<file path="config.mk">
export PLATFORM = sky130hd
export DESIGN_NAME = lsq_mem_unit
export DESIGN_NICKNAME = d
export VERILOG_FILES = /design/src/rtl/lsq_mem_unit.sv
export SDC_FILE = /design/constraint.sdc
export NUM_CORES = 1
export LEC_CHECK = 0
export BUFFER_PORTS_ARGS = -buffer_cell sky130_fd_sc_hd__buf_2
export CAP_MARGIN = 20
export CORE_ASPECT_RATIO = 1.4
export CORE_UTILIZATION = 35
export CTS_BUF_LIST = sky130_fd_sc_hd__clkbuf_4 sky130_fd_sc_hd__clkbuf_8
export DETAILED_ROUTE_END_ITERATION = 10
export PLACE_DENSITY = 0.7
export SLEW_MARGIN = 20
export SYNTH_ARGS = -nofsm -noshare
export SYNTH_HDL_FRONTEND = slang
export SYNTH_SLANG_ARGS = --single-unit
</file>
<file path="constraint.sdc">
create_clock -name clk -period 1.8 [get_ports clk]
set_clock_uncertainty 0.1 [all_clocks]
set_input_delay 0.09 -clock clk [delete_from_list [all_inputs] [get_ports clk]]
set_output_delay 0.09 -clock clk [all_outputs]
set_load 0.02 [all_outputs]
</file>
<file path="src/rtl/lsq_mem_unit.sv">
// lsq_mem_unit: memory-side consumer of the load/store queue.
// Takes the LSQ head once it is resolved, issues exactly one data-memory
// request for it, and reports the result (load data on the CDB, store
// completion to the ROB). Only one access is ever outstanding, and stores
// are sent to memory only when they sit at the ROB head.
//
// Handshake semantics (all interfaces):
//   - LSQ side: the head entry is offered while lsq_valid=1; it is taken
//     only when lsq_ready=1 (fields resolved), and the take is signalled by
//     a one-cycle combinational lsq_dequeue pulse in the same cycle as the
//     memory request. Younger entries are never bypassed.
//   - Memory side: a request is a one-cycle pulse on dmem_rmask/dmem_wmask
//     (non-zero mask = request). Exactly one dmem_resp pulse answers it at
//     least one cycle later; dmem_resp while no access is outstanding is
//     ignored.
//   - Result side: cdb_valid and store_done are registered one-cycle pulses
//     with their tags/data valid in the same cycle; there is no back-pressure.

module lsq_mem_unit #(
  parameter int DEPTH_BITS = 3,
  parameter int ROB_BITS   = 4
) (
  input  logic                  clk,
  input  logic                  rst,
  input  logic                  flush,
  // LSQ head
  input  logic                  lsq_valid,
  input  logic                  lsq_ready,
  input  logic                  lsq_is_store,
  input  logic [2:0]            lsq_funct3,
  input  logic [31:0]           lsq_addr,
  input  logic [3:0]            lsq_mask,
  input  logic [31:0]           lsq_wdata,
  input  logic [ROB_BITS-1:0]   lsq_rob_id,
  output logic                  lsq_dequeue,
  // ROB head (store commit point)
  input  logic                  rob_head_valid,
  input  logic [ROB_BITS-1:0]   rob_head_id,
  // Data memory port
  output logic [31:0]           dmem_addr,
  output logic [3:0]            dmem_rmask,
  output logic [3:0]            dmem_wmask,
  output logic [31:0]           dmem_wdata,
  input  logic [31:0]           dmem_rdata,
  input  logic                  dmem_resp,
  // Load broadcast
  output logic                  cdb_valid,
  output logic [ROB_BITS-1:0]   cdb_rob_id,
  output logic [31:0]           cdb_data,
  // Store completion
  output logic                  store_done,
  output logic [ROB_BITS-1:0]   store_rob_id,
  // Debug visibility: FSM state (1 = access outstanding) and a running
  // dequeue index that tracks the LSQ head pointer modulo its depth.
  output logic                  dbg_state,
  output logic [DEPTH_BITS-1:0] dbg_deq_idx
);

  typedef enum logic {
    S_IDLE = 1'b0,
    S_WAIT = 1'b1
  } state_e;

  localparam logic [DEPTH_BITS-1:0] IDX_ONE = DEPTH_BITS'(1);

  // Load width codes
  localparam logic [2:0] F3_LB  = 3'b000;
  localparam logic [2:0] F3_LH  = 3'b001;
  localparam logic [2:0] F3_LW  = 3'b010;
  localparam logic [2:0] F3_LBU = 3'b100;
  localparam logic [2:0] F3_LHU = 3'b101;

  state_e                state_q, state_d;
  logic                  is_store_q, is_store_d;
  logic [2:0]            funct3_q, funct3_d;
  logic [1:0]            off_q, off_d;
  logic [ROB_BITS-1:0]   rob_id_q, rob_id_d;
  logic                  kill_q, kill_d;
  logic                  cdb_valid_q, cdb_valid_d;
  logic [ROB_BITS-1:0]   cdb_rob_id_q, cdb_rob_id_d;
  logic [31:0]           cdb_data_q, cdb_data_d;
  logic                  store_done_q, store_done_d;
  logic [ROB_BITS-1:0]   store_rob_id_q, store_rob_id_d;
  logic [DEPTH_BITS-1:0] deq_idx_q, deq_idx_d;

  logic                  store_at_head;
  logic                  issue;
  logic [7:0]            ld_byte;
  logic [15:0]           ld_half;
  logic [31:0]           load_data;

  // Issue decision: oldest entry only, one access at a time, stores only at
  // ROB commit; flush and reset both block a new request in this cycle.
  always_comb begin
    store_at_head = rob_head_valid && (rob_head_id == lsq_rob_id);
    issue = (state_q == S_IDLE) && lsq_valid && lsq_ready && !flush && !rst &&
            (!lsq_is_store || store_at_head);
  end

  // Request outputs: masks are non-zero only in the issue cycle.
  always_comb begin
    lsq_dequeue = issue;
    dmem_addr   = {lsq_addr[31:2], 2'b00};
    dmem_rmask  = 4'b0000;
    dmem_wmask  = 4'b0000;
    dmem_wdata  = 32'h0000_0000;
    if (issue) begin
      if (lsq_is_store) begin
        dmem_wmask = lsq_mask;
        dmem_wdata = lsq_wdata;
      end else begin
        dmem_rmask = lsq_mask;
      end
    end
  end

  // Lane selection for sub-word loads using the latched byte offset.
  always_comb begin
    ld_byte = 8'h00;
    case (off_q)
      2'd0:    ld_byte = dmem_rdata[7:0];
      2'd1:    ld_byte = dmem_rdata[15:8];
      2'd2:    ld_byte = dmem_rdata[23:16];
      default: ld_byte = dmem_rdata[31:24];
    endcase
    ld_half = off_q[1] ? dmem_rdata[31:16] : dmem_rdata[15:0];
  end

  // Width/sign extension of the returned word; unknown codes return zero.
  always_comb begin
    load_data = 32'h0000_0000;
    case (funct3_q)
      F3_LB:   load_data = {{24{ld_byte[7]}}, ld_byte};
      F3_LBU:  load_data = {24'h000000, ld_byte};
      F3_LH:   load_data = {{16{ld_half[15]}}, ld_half};
      F3_LHU:  load_data = {16'h0000, ld_half};
      F3_LW:   load_data = dmem_rdata;
      default: load_data = 32'h0000_0000;
    endcase
  end

  // FSM next state, request latching, kill tracking and result pulses.
  always_comb begin
    state_d        = state_q;
    is_store_d     = is_store_q;
    funct3_d       = funct3_q;
    off_d          = off_q;
    rob_id_d       = rob_id_q;
    kill_d         = kill_q;
    cdb_valid_d    = 1'b0;
    cdb_rob_id_d   = cdb_rob_id_q;
    cdb_data_d     = cdb_data_q;
    store_done_d   = 1'b0;
    store_rob_id_d = store_rob_id_q;
    deq_idx_d      = issue ? (deq_idx_q + IDX_ONE) : deq_idx_q;

    case (state_q)
      S_IDLE: begin
        kill_d = 1'b0;
        if (issue) begin
          state_d    = S_WAIT;
          is_store_d = lsq_is_store;
          funct3_d   = lsq_funct3;
          off_d      = lsq_addr[1:0];
          rob_id_d   = lsq_rob_id;
        end
      end
      S_WAIT: begin
        // A flushed load must still drain its response before the unit is
        // free again; committed stores are unaffected by flush.
        if (flush && !is_store_q) begin
          kill_d = 1'b1;
        end
        if (dmem_resp) begin
          state_d = S_IDLE;
          kill_d  = 1'b0;
          if (is_store_q) begin
            store_done_d   = 1'b1;
            store_rob_id_d = rob_id_q;
          end else if (!kill_q && !flush) begin
            cdb_valid_d  = 1'b1;
            cdb_rob_id_d = rob_id_q;
            cdb_data_d   = load_data;
          end
        end
      end
      default: begin
        state_d = S_IDLE;
        kill_d  = 1'b0;
      end
    endcase
  end

  // State register with synchronous reset; an outstanding access is dropped.
  always_ff @(posedge clk) begin
    if (rst) begin
      state_q        <= S_IDLE;
      is_store_q     <= 1'b0;
      funct3_q       <= 3'b000;
      off_q          <= 2'b00;
      rob_id_q       <= '0;
      kill_q         <= 1'b0;
      cdb_valid_q    <= 1'b0;
      cdb_rob_id_q   <= '0;
      cdb_data_q     <= 32'h0000_0000;
      store_done_q   <= 1'b0;
      store_rob_id_q <= '0;
      deq_idx_q      <= '0;
    end else begin
      state_q        <= state_d;
      is_store_q     <= is_store_d;
      funct3_q       <= funct3_d;
      off_q          <= off_d;
      rob_id_q       <= rob_id_d;
      kill_q         <= kill_d;
      cdb_valid_q    <= cdb_valid_d;
      cdb_rob_id_q   <= cdb_rob_id_d;
      cdb_data_q     <= cdb_data_d;
      store_done_q   <= store_done_d;
      store_rob_id_q <= store_rob_id_d;
      deq_idx_q      <= deq_idx_d;
    end
  end

  assign cdb_valid    = cdb_valid_q;
  assign cdb_rob_id   = cdb_rob_id_q;
  assign cdb_data     = cdb_data_q;
  assign store_done   = store_done_q;
  assign store_rob_id = store_rob_id_q;
  assign dbg_state    = (state_q == S_WAIT);
  assign dbg_deq_idx  = deq_idx_q;

endmodule

</file>
Word-level counts from Yosys, hierarchy flattened
Cells that the tools add are included.
Operators by class
  multiplexer cells: 17
  bitwise gates (word level): 3
  shifts and indexed selects: 0
  add/subtract/negate cells: 1
  reduce and logical (&&, ||, !) cells: 21
  equality and inequality tests: 8
  magnitude comparators: 0
  multiply operators: 0
  divide/modulo/power cells: 0
Operators with widths (count)
  32-bit case mux with 5 select lines: 1
  32-bit 2-to-1 mux: 2
  8-bit case mux with 3 select lines: 1
  16-bit 2-to-1 mux: 1
  4-bit 2-to-1 mux: 4
  1-bit logical AND: 8
  3-bit == test (second input constant): 2
  1-bit 2-to-1 mux: 6
  1-bit zero test: 5
  4-bit == test: 1
  1-bit case mux with 2 select lines: 2
  4-bit AND reduction: 1
  4-bit OR reduction: 1
  3-bit by 1-bit adder with 3-bit output (second input constant): 1
  3-bit by 1-bit == test with 1-bit output (second input constant): 1
  3-bit by 2-bit == test with 1-bit output (second input constant): 1
  3-bit zero test: 1
  3-bit by 2-bit inequality test with 1-bit output (second input constant): 1
  1-bit NOT: 3
  3-bit AND reduction: 1
  3-bit OR reduction: 1
  2-bit by 1-bit == test with 1-bit output (second input constant): 1
  2-bit == test (second input constant): 1
  2-bit zero test: 1
  other kinds (2): 2
Storage, ports and cells
  word-level logic and storage cells: 62
  flip-flop bits (word level): 57
  memories: 0
  bits in writable memories: 0
  latch bits: 0
  memory bits (read-only): 0

Depth between registers and ports, before layout
Gate-level depths: netlist of run 1.
  depth after elaboration: 8
  mapped depth: 6
  depth with buffers taken out: 5

Worst setup path after synthesis of run 1
OpenSTA, ideal clock, no wires.
  path type: reg2out
  start: register state_q (netlist: dbg_state)
  end: output port dmem_wdata[10]
  stages on the path, launching flop included: 7
  required time: 1610 ps
  arrival: 1797 ps
  path slack: -187 ps
  cells stage by stage: dfxtp_1 > or4b_4 > nor2_2 > and4_1 > buf_4 > clkbuf_2 > and2_1
Between the ends
  cells in the longest elaborated chain, start to end: 7
Ends and longest elaborated chain
  start: declaration: RTL line 73  | state_e state_q, state_d;
  start signal: assignment: RTL line 210  | state_q <= state_d;
  1-bit NOT (no source line)
  1-bit logical AND (5 in a row): RTL line 96  | issue = (state_q == S_IDLE) && lsq_valid && lsq_ready && !flush && !rst &&
  32-bit 2-to-1 mux: RTL line 107  | if (issue) begin
  end: declaration: RTL line 43  | output logic [31:0] dmem_wdata,
No other way between the ends.

Final worst setup path of run 1
  start: register state_q (netlist: dbg_state)
  end: output port dmem_wmask[3]
Between the ends
  cells in the longest elaborated chain, start to end: 7
Ends and longest elaborated chain
  1-bit NOT (no source line)
  1-bit logical AND (5 in a row): RTL line 96
  4-bit 2-to-1 mux: RTL line 107
  end: declaration: RTL line 42  | output logic [3:0] dmem_wmask,
No other way between the ends.

==> run_summary.xml, run 1 <==
<?xml version="1.0" encoding="UTF-8"?>
<metrics>
  <group name="status">
    <metric name="run_status" unit="">finished, violations left</metric>
    <metric name="failing_checks" unit="">DRC, setup timing</metric>
  </group>
  <group name="final_layout">
    <metric name="drive_above_1_share" unit="%">56.9</metric>
    <metric name="finalCoreUtilization" unit="%">57.8</metric>
    <metric name="stdcell_area" unit="um2">5000</metric>
    <metric name="syn2layout_area_growth" unit="%">59.0</metric>
    <metric name="mostFrequentLayoutCells" unit="">134 x buf_2, 54 x dfxtp_1, 40 x buf_6</metric>
    <metric name="antennaDiodeCount" unit="">0</metric>
    <metric name="fillerInstances" unit="">736</metric>
    <metric name="layout.cells.most_common" unit="">buf_2</metric>
    <metric name="num-nets-final" unit="">626</metric>
  </group>
  <group name="pwr">
    <metric name="vdd.ir_drop.worst" unit="mV">0.432</metric>
    <metric name="leakagePower" unit="nW">2.38</metric>
    <metric name="power.density_cell_area" unit="nW/um2">595</metric>
  </group>
  <group name="synthesis">
    <metric name="yosys_most_used_dff" unit="">dfxtp_1</metric>
    <metric name="synth_sequential_area_ratio" unit="%">36.3</metric>
    <metric name="register_bit_count_reported_by_yosys" unit="">57</metric>
    <metric name="async_s_r_ff_share_synth" unit="%">0</metric>
    <metric name="synth.yosys.warnings" unit="">0</metric>
    <metric name="cell_count_after_synthesis" unit="">311</metric>
    <metric name="synth_cell_type_count" unit="">43</metric>
    <metric name="synth-edff-count" unit="">0</metric>
    <metric name="syn-mean-instance-area" unit="um2">10.1</metric>
    <metric name="synthesis.area" unit="um2">3150</metric>
  </group>
  <group name="routing">
    <metric name="detailedRoute.firstPassIterationCount" unit="">11</metric>
    <metric name="detailroute.via_count" unit="">3298</metric>
    <metric name="drt_iter0_drc" unit="">230</metric>
    <metric name="vias_per_cell" unit="">5.35</metric>
    <metric name="post_drt_wl_per_cell" unit="um">17.1</metric>
    <metric name="detailed_route_drc_error_count" unit="">1</metric>
    <metric name="totalWireLength" unit="mm">10.6</metric>
    <metric name="met1Wirelength" unit="mm">3.54</metric>
    <metric name="postRouteAntennaNets" unit="">0</metric>
    <metric name="wire_length_on_met2" unit="mm">5.54</metric>
    <metric name="topRoutingLayerUsed" unit="">met4</metric>
    <metric name="met3_wirelength" unit="um">981</metric>
  </group>
  <group name="global_route">
    <metric name="groute.usage.overall" unit="%">21.5</metric>
    <metric name="grt.overflow.total" unit="">0</metric>
    <metric name="antenna_violations_before_repair" unit="">0</metric>
    <metric name="grt_first_pass_wirelength" unit="mm">15.3</metric>
    <metric name="grt_pass1_vias" unit="">3178</metric>
    <metric name="maximum_number_of_pins_on_one_net_before_global_route_repair" unit="">38</metric>
  </group>
  <group name="timing">
    <metric name="hold_violations" unit="">0</metric>
    <metric name="final-max-slew-violation-count" unit="">0</metric>
    <metric name="worst_slew_pin_slew" unit="ps">738</metric>
    <metric name="finalSetupViolCount" unit="">52</metric>
    <metric name="post-route-worst-setup-slack" unit="ps">-332</metric>
    <metric name="period_share" unit="%">118</metric>
    <metric name="fmaxAchievable" unit="MHz">469</metric>
    <metric name="setup_repair_after_global_routing_missed_its_margin" unit="">yes</metric>
    <metric name="hold_ws" unit="ps">12.9</metric>
    <metric name="fin_setup_tns" unit="ps">-14550</metric>
    <metric name="worst_slew_margin_rel" unit="%">50.7</metric>
    <metric name="timing.final.crit_period" unit="ps">2130</metric>
  </group>
  <group name="placement">
    <metric name="port_buffers" unit="">175</metric>
    <metric name="placed_area" unit="um2">4110</metric>
    <metric name="globalplace.congestion" unit="">0.809</metric>
    <metric name="place.detailed.hpwl" unit="mm">7.11</metric>
  </group>
  <group name="die">
    <metric name="initial_core_util" unit="%">36.3</metric>
    <metric name="top_ports" unit="">238</metric>
    <metric name="die-width" unit="um">82.1</metric>
    <metric name="fp.coreArea" unit="um2">8660</metric>
    <metric name="fp-row-count" unit="">40</metric>
    <metric name="fp.dieArea" unit="um2">9380</metric>
    <metric name="die_h" unit="um">114</metric>
  </group>
  <group name="job">
    <metric name="timing.max_cap.violations" unit="">0</metric>
  </group>
  <group name="clock_tree">
    <metric name="path_clk_slew" unit="ps">70</metric>
    <metric name="cts_max_level" unit="">3</metric>
    <metric name="clk_path_buf_depth" unit="">2</metric>
    <metric name="clkSinkCount" unit="">57</metric>
    <metric name="clockRootBuffer" unit="">clkbuf_8</metric>
    <metric name="clk-insertion-delay-late" unit="ps">330</metric>
    <metric name="cts_made_buffers" unit="">9</metric>
    <metric name="tritoncts" unit="">done</metric>
  </group>
  <group name="hold_path">
    <metric name="min_path_cells" unit="">3</metric>
    <metric name="path_class_of_the_lowest_slack_min_delay_path" unit="">input pin to flip-flop</metric>
    <metric name="worst_hold_endpoint" unit="">cdb_data[31]</metric>
    <metric name="hp-start" unit="">dmem_rdata[31]</metric>
  </group>
  <group name="setup_path">
    <metric name="critical_path.endpoint_type" unit="">primary output</metric>
    <metric name="crit_fanout" unit="">18</metric>
    <metric name="setup.worst_path.start_class" unit="">flip-flop</metric>
    <metric name="critical_path_arrival" unit="ps">1940</metric>
    <metric name="r2r_endpoint" unit="">rob_id_q[3]</metric>
    <metric name="category_of_the_most_critical_setup_path" unit="">flip-flop to primary output</metric>
    <metric name="reg2regPathDepth" unit="">7</metric>
    <metric name="worst-endpoint-required" unit="ps">1610</metric>
    <metric name="reg2reg_setup_slack" unit="ps">-220</metric>
    <metric name="r2r_start" unit="">dbg_state</metric>
  </group>
</metrics>
[cells in the mapped netlist, drive strengths merged, types with 2 or more instances]
cell type,n,share of area [%]
a222oi,7,2.2
a21oi,2,0.32
dfxtp,57,36
mux2i,10,3.2
nor2b,11,2.2
clkbuf,16,2.0
a22oi,16,3.8
mux2,13,5.5
buf,37,8.7
nand2,4,0.48
o2bb2ai,32,8.9
and2,42,8.4
nor3,2,0.68
mux4,8,5.7
nor4,2,0.60
inv,5,0.60
nand2b,2,0.40
a221oi,9,2.5
nor2,18,2.2
xor2,3,0.84
nor4b,2,0.76
[metrics by stage]
stage / power [mW] / std cells / worst slack [ps]
6_report: 2.98 / 616 / -332
3_3_place_gp: 1.70 / 562 / -169
4_1_cts: 2.99 / 613 / -369
3_5_place_dp: 1.70 / 562 / -183
2_1_floorplan: 1.60 / 312 / -45.6
5_1_grt: 3.10 / 616 / -407
[per-layer routing]
| layer | GRT usage, % | vias up |
|---|---|---|
| li1 | - | 1510 |
| met1 | 22.2 | 1508 |
| met2 | 37.7 | 228 |
| met3 | 6.37 | 52 |
| met4 | 11.8 | 0 |
| met5 | 0 | - |
[critical path, stage by stage (launching register included)]
cell       delay, ps
dfxtp_2          320
or4b_4           500
nor2_4           110
and4_4           250
clkbuf_16        180
and2_1           140
buf_6            110
[power breakdown]
group | switching (mW) | internal [mW] | total, mW
clock | 0.543 | 0.679 | 1.22
combinational | 0.219 | 0.256 | 0.475
sequential | 0.0105 | 1.27 | 1.28
total | 0.772 | 2.21 | 2.98
[sequential cells by signal, indices dropped and copies added, names as in the netlist]
signal,count
store_done,1
store_rob_id,4
dbg_state,1
rob_id_q,4
funct3_q,3
kill_q,1
dbg_deq_idx,3
cdb_data,32
cdb_rob_id,4
off_q,2
cdb_valid,1
is_store_q,1
[cells by family after synthesis]
group | count (synthesis) | synth area share (%)
compound gates | 71 | 19.2
flops | 57 | 36.3
fa+ha+maj | 1 | 0.398
buf+inv | 58 | 11.3
mux | 31 | 14.4
xor+xnor | 4 | 1.11
simple gates | 88 | 17.2
other cells | 1 | 0.119
[cell type report]
cell class | count | area, um2 | share of cell area [%]
clock buffer | 10 | 138 | 2.75
clock inverter | 6 | 66.3 | 1.32
multi-input combinational | 197 | 1780 | 35.5
tap | 105 | 131 | 2.63
timing repair buffer | 236 | 1730 | 34.5
sequential | 57 | 1150 | 22.9
inverter | 5 | 18.8 | 0.375
[worst max-delay path by stage]
stage	from	endpoint	cells past startpoint
after floorplan	dbg_state	funct3_q[0]	5
after global placement	off_q[1]	cdb_data[5]	5
after detailed placement	off_q[1]	cdb_data[1]	5
after CTS	dbg_state	dmem_wdata[5]	6
after global routing	dbg_state	dmem_wdata[3]	6
final	dbg_state	dmem_wmask[3]	6
[timing repair]
item | 4_1_cts | 5_1_grt
endpoints found under the setup margin | 81 | 64
pin swaps | 1 | 3
hold buffers | 31 | 0
gates resized for setup | 80 | 16
buffers inserted | 4 | 2
hold endpoints to repair | 32 | 0
gates cloned | 0 | 1
Power figures use the tool's default switching activity.
==> inputs of run 2 (changes only) <==
--- a/config.mk
+++ b/config.mk
@@ -8,11 +8,12 @@
 export BUFFER_PORTS_ARGS = -buffer_cell sky130_fd_sc_hd__buf_2
 export CAP_MARGIN = 20
 export CORE_ASPECT_RATIO = 1.4
+export CORE_MARGIN = 2
 export CORE_UTILIZATION = 35
 export CTS_BUF_LIST = sky130_fd_sc_hd__clkbuf_4 sky130_fd_sc_hd__clkbuf_8
 export DETAILED_ROUTE_END_ITERATION = 10
 export PLACE_DENSITY = 0.7
-export SLEW_MARGIN = 20
+export SLEW_MARGIN = 10
 export SYNTH_ARGS = -nofsm -noshare
 export SYNTH_HDL_FRONTEND = slang
 export SYNTH_SLANG_ARGS = --single-unit
==> constraint.sdc (replaced) <==
create_clock -name clk -period 1.8 [get_ports clk]
set_clock_uncertainty 0.1 [all_clocks]
set_input_delay 0.27 -clock clk [delete_from_list [all_inputs] [get_ports clk]]
set_output_delay 0.27 -clock clk [all_outputs]
set_load 0.02 [all_outputs]
==> run 2 against run 1 <==
- the flow finishes with violations (setup timing)
- worst setup slack lost 220 ps
- register-to-register slack lost 90 ps
- hold slack gained 50 ps
- fmax shrank 9.5%
- via count shrank 4.6%
- critical path type unchanged
==> run_summary.xml, run 2 (synthesis gave the netlist of run 1 again) <==
<?xml version="1.0" encoding="UTF-8"?>
<metrics>
  <group name="status">
    <metric name="run_status" unit="">finished, violations left</metric>
    <metric name="failing_checks" unit="">setup timing</metric>
  </group>
  <group name="routing">
    <metric name="postRouteAntennaNets" unit="">0</metric>
    <metric name="drt_iter0_drc" unit="">120</metric>
    <metric name="vias_per_cell" unit="">5.20</metric>
    <metric name="post_drt_wl_per_cell" unit="um">17.7</metric>
    <metric name="detailed_route_drc_error_count" unit="">0</metric>
    <metric name="detailroute.via_count" unit="">3147</metric>
    <metric name="totalWireLength" unit="mm">10.7</metric>
    <metric name="detailedRoute.firstPassIterationCount" unit="">4</metric>
  </group>
  <group name="final_layout">
    <metric name="fillerInstances" unit="">750</metric>
    <metric name="syn2layout_area_growth" unit="%">59.1</metric>
    <metric name="num-nets-final" unit="">616</metric>
    <metric name="layout.cells.most_common" unit="">buf_2</metric>
    <metric name="antennaDiodeCount" unit="">0</metric>
    <metric name="largest_register_ff_count" unit="">32</metric>
    <metric name="final_cell_count_no_fill" unit="">605</metric>
    <metric name="drive_above_1_share" unit="%">66.8</metric>
    <metric name="mostFrequentLayoutCells" unit="">134 x buf_2, 54 x dfxtp_1, 54 x buf_6</metric>
    <metric name="finalCoreUtilization" unit="%">57.8</metric>
  </group>
  <group name="pwr">
    <metric name="power.density_cell_area" unit="nW/um2">566</metric>
    <metric name="leakagePower" unit="nW">2.41</metric>
    <metric name="vdd.ir_drop.worst" unit="mV">0.495</metric>
  </group>
  <group name="global_route">
    <metric name="grt_first_pass_wirelength" unit="mm">16.6</metric>
    <metric name="grt.overflow.total" unit="">0</metric>
    <metric name="grt_pass1_vias" unit="">3193</metric>
    <metric name="antenna_violations_before_repair" unit="">0</metric>
    <metric name="groute.usage.overall" unit="%">21.3</metric>
    <metric name="maximum_number_of_pins_on_one_net_before_global_route_repair" unit="">33</metric>
  </group>
  <group name="die">
    <metric name="top_ports" unit="">238</metric>
    <metric name="die-width" unit="um">84.1</metric>
    <metric name="initial_core_util" unit="%">36.3</metric>
    <metric name="fp.coreArea" unit="um2">8660</metric>
    <metric name="fp-row-count" unit="">40</metric>
    <metric name="fp.dieArea" unit="um2">9780</metric>
    <metric name="die_h" unit="um">116</metric>
  </group>
  <group name="job">
    <metric name="timing.max_cap.violations" unit="">0</metric>
  </group>
  <group name="timing">
    <metric name="setup_repair_after_global_routing_missed_its_margin" unit="">yes</metric>
    <metric name="finalSetupViolCount" unit="">54</metric>
    <metric name="final-max-slew-violation-count" unit="">0</metric>
    <metric name="period_share" unit="%">131</metric>
    <metric name="worst_slew_margin_rel" unit="%">43.6</metric>
    <metric name="timing.final.crit_period" unit="ps">2360</metric>
    <metric name="worst_slew_pin_slew" unit="ps">845</metric>
    <metric name="fmaxAchievable" unit="MHz">425</metric>
    <metric name="hold_violations" unit="">0</metric>
    <metric name="post-route-worst-setup-slack" unit="ps">-556</metric>
  </group>
  <group name="setup_path">
    <metric name="category_of_the_most_critical_setup_path" unit="">flip-flop to primary output</metric>
    <metric name="setup.worst_path.start_class" unit="">flip-flop</metric>
    <metric name="critical_path_arrival" unit="ps">1990</metric>
    <metric name="crit_chain" unit="">or4b_4, nor2_4, and4_4, buf_12, and2_2, buf_6</metric>
    <metric name="crit_family" unit="">simple AND/OR/NAND/NOR gates</metric>
    <metric name="crit_fanout" unit="">19</metric>
    <metric name="worst-endpoint-required" unit="ps">1430</metric>
    <metric name="critical_path_buf_inv_count" unit="">2</metric>
    <metric name="delay_of_the_slowest_cell_on_the_worst_path" unit="ps">510</metric>
    <metric name="crit_path_top_delay_cell" unit="">or4b_4</metric>
    <metric name="critical_path.endpoint_type" unit="">primary output</metric>
  </group>
  <group name="placement">
    <metric name="pre_cts_ws" unit="ps">-431</metric>
    <metric name="post-place-cells" unit="">572</metric>
    <metric name="place.detailed.hpwl" unit="mm">7.49</metric>
    <metric name="port_buffers" unit="">175</metric>
    <metric name="globalplace.congestion" unit="">0.890</metric>
  </group>
  <group name="clock_tree">
    <metric name="cts_made_buffers" unit="">9</metric>
    <metric name="cts_hold_repair.buffers" unit="">0</metric>
    <metric name="tritoncts" unit="">done</metric>
    <metric name="clkSinkCount" unit="">57</metric>
    <metric name="clk-insertion-delay-late" unit="ps">330</metric>
    <metric name="clk_path_buf_depth" unit="">2</metric>
    <metric name="path_clk_slew" unit="ps">70</metric>
    <metric name="cts_max_level" unit="">3</metric>
    <metric name="clockRootBuffer" unit="">clkbuf_8</metric>
  </group>
  <group name="hold_path">
    <metric name="path_class_of_the_lowest_slack_min_delay_path" unit="">input pin to flip-flop</metric>
  </group>
</metrics>
run 2: worst paths after layout:
path / cells past startpoint / slack [ps] / to / startpoint
hold / removal: 2 / 60 / off_q[0] / lsq_addr[0]
setup reg to reg: 8 / -310 / rob_id_q[2] / dbg_state
setup / recovery: 6 / -560 / dmem_wdata[1] / dbg_state
hold reg to reg: 1 / 360 / cdb_data[17] / cdb_data[17]
run 2: worst register-to-register path, stage by stage (launching register included):
cell and delay (ps):
dfxtp_2 330, or4b_4 510, buf_4 160, nor3_4 150, buf_6 130, a31oi_4 50, buf_6 170, buf_6 120
mux2_4 280
run 2: metrics by stage:
stage	setup TNS [ps]	instance area, um2	hold slack, ps	power, mW
floorplan	-6130	3270	313	1.60
global placement	-19870	4200	340	1.73
detailed placement	-22280	4200	341	1.73
CTS	-25340	4830	39.0	2.85
global route	-28140	5010	47.7	2.97
finish	-24420	5010	63.1	2.83
run 2: per-layer routing:
| layer | vias up | GRT usage, % | routed length, um |
|---|---|---|---|
| met1 | 1452 | 23.9 | 3900 |
| li1 | 1488 | - | - |
| met3 | 30 | 5.94 | 927 |
| met2 | 177 | 37.5 | 5520 |
| met5 | - | 0 | 0 |
| met4 | 0 | 10.2 | 356 |
run 2: what timing repair did:
| action | 4_1_cts | 5_1_grt |
|---|---|---|
| cloned | 3 | 0 |
| setup endpoints to repair | 80 | 80 |
| buffers inserted | 5 | 12 |
| resized for setup | 111 | 26 |
| pin swaps | 5 | 6 |
run 2: layout make-up:
cell class	count	area, um2	area share (%)
multi-input cells	198	1920	38.3
repair buffers	225	1620	32.4
flip-flops and latches	57	1150	22.9
clock buffers	12	153	3.05
well taps	105	131	2.62
inverters	5	18.8	0.375
clock inverters	3	17.5	0.350
run 2: power breakdown:
part           internal (mW)  total [mW]  leakage, nW  switching (mW)
Sequential              1.27        1.28        0.461         0.00950
Combinational          0.256       0.493         1.85           0.237
Clock                  0.556        1.06       0.0891           0.502
Total                   2.08        2.83         2.41           0.749
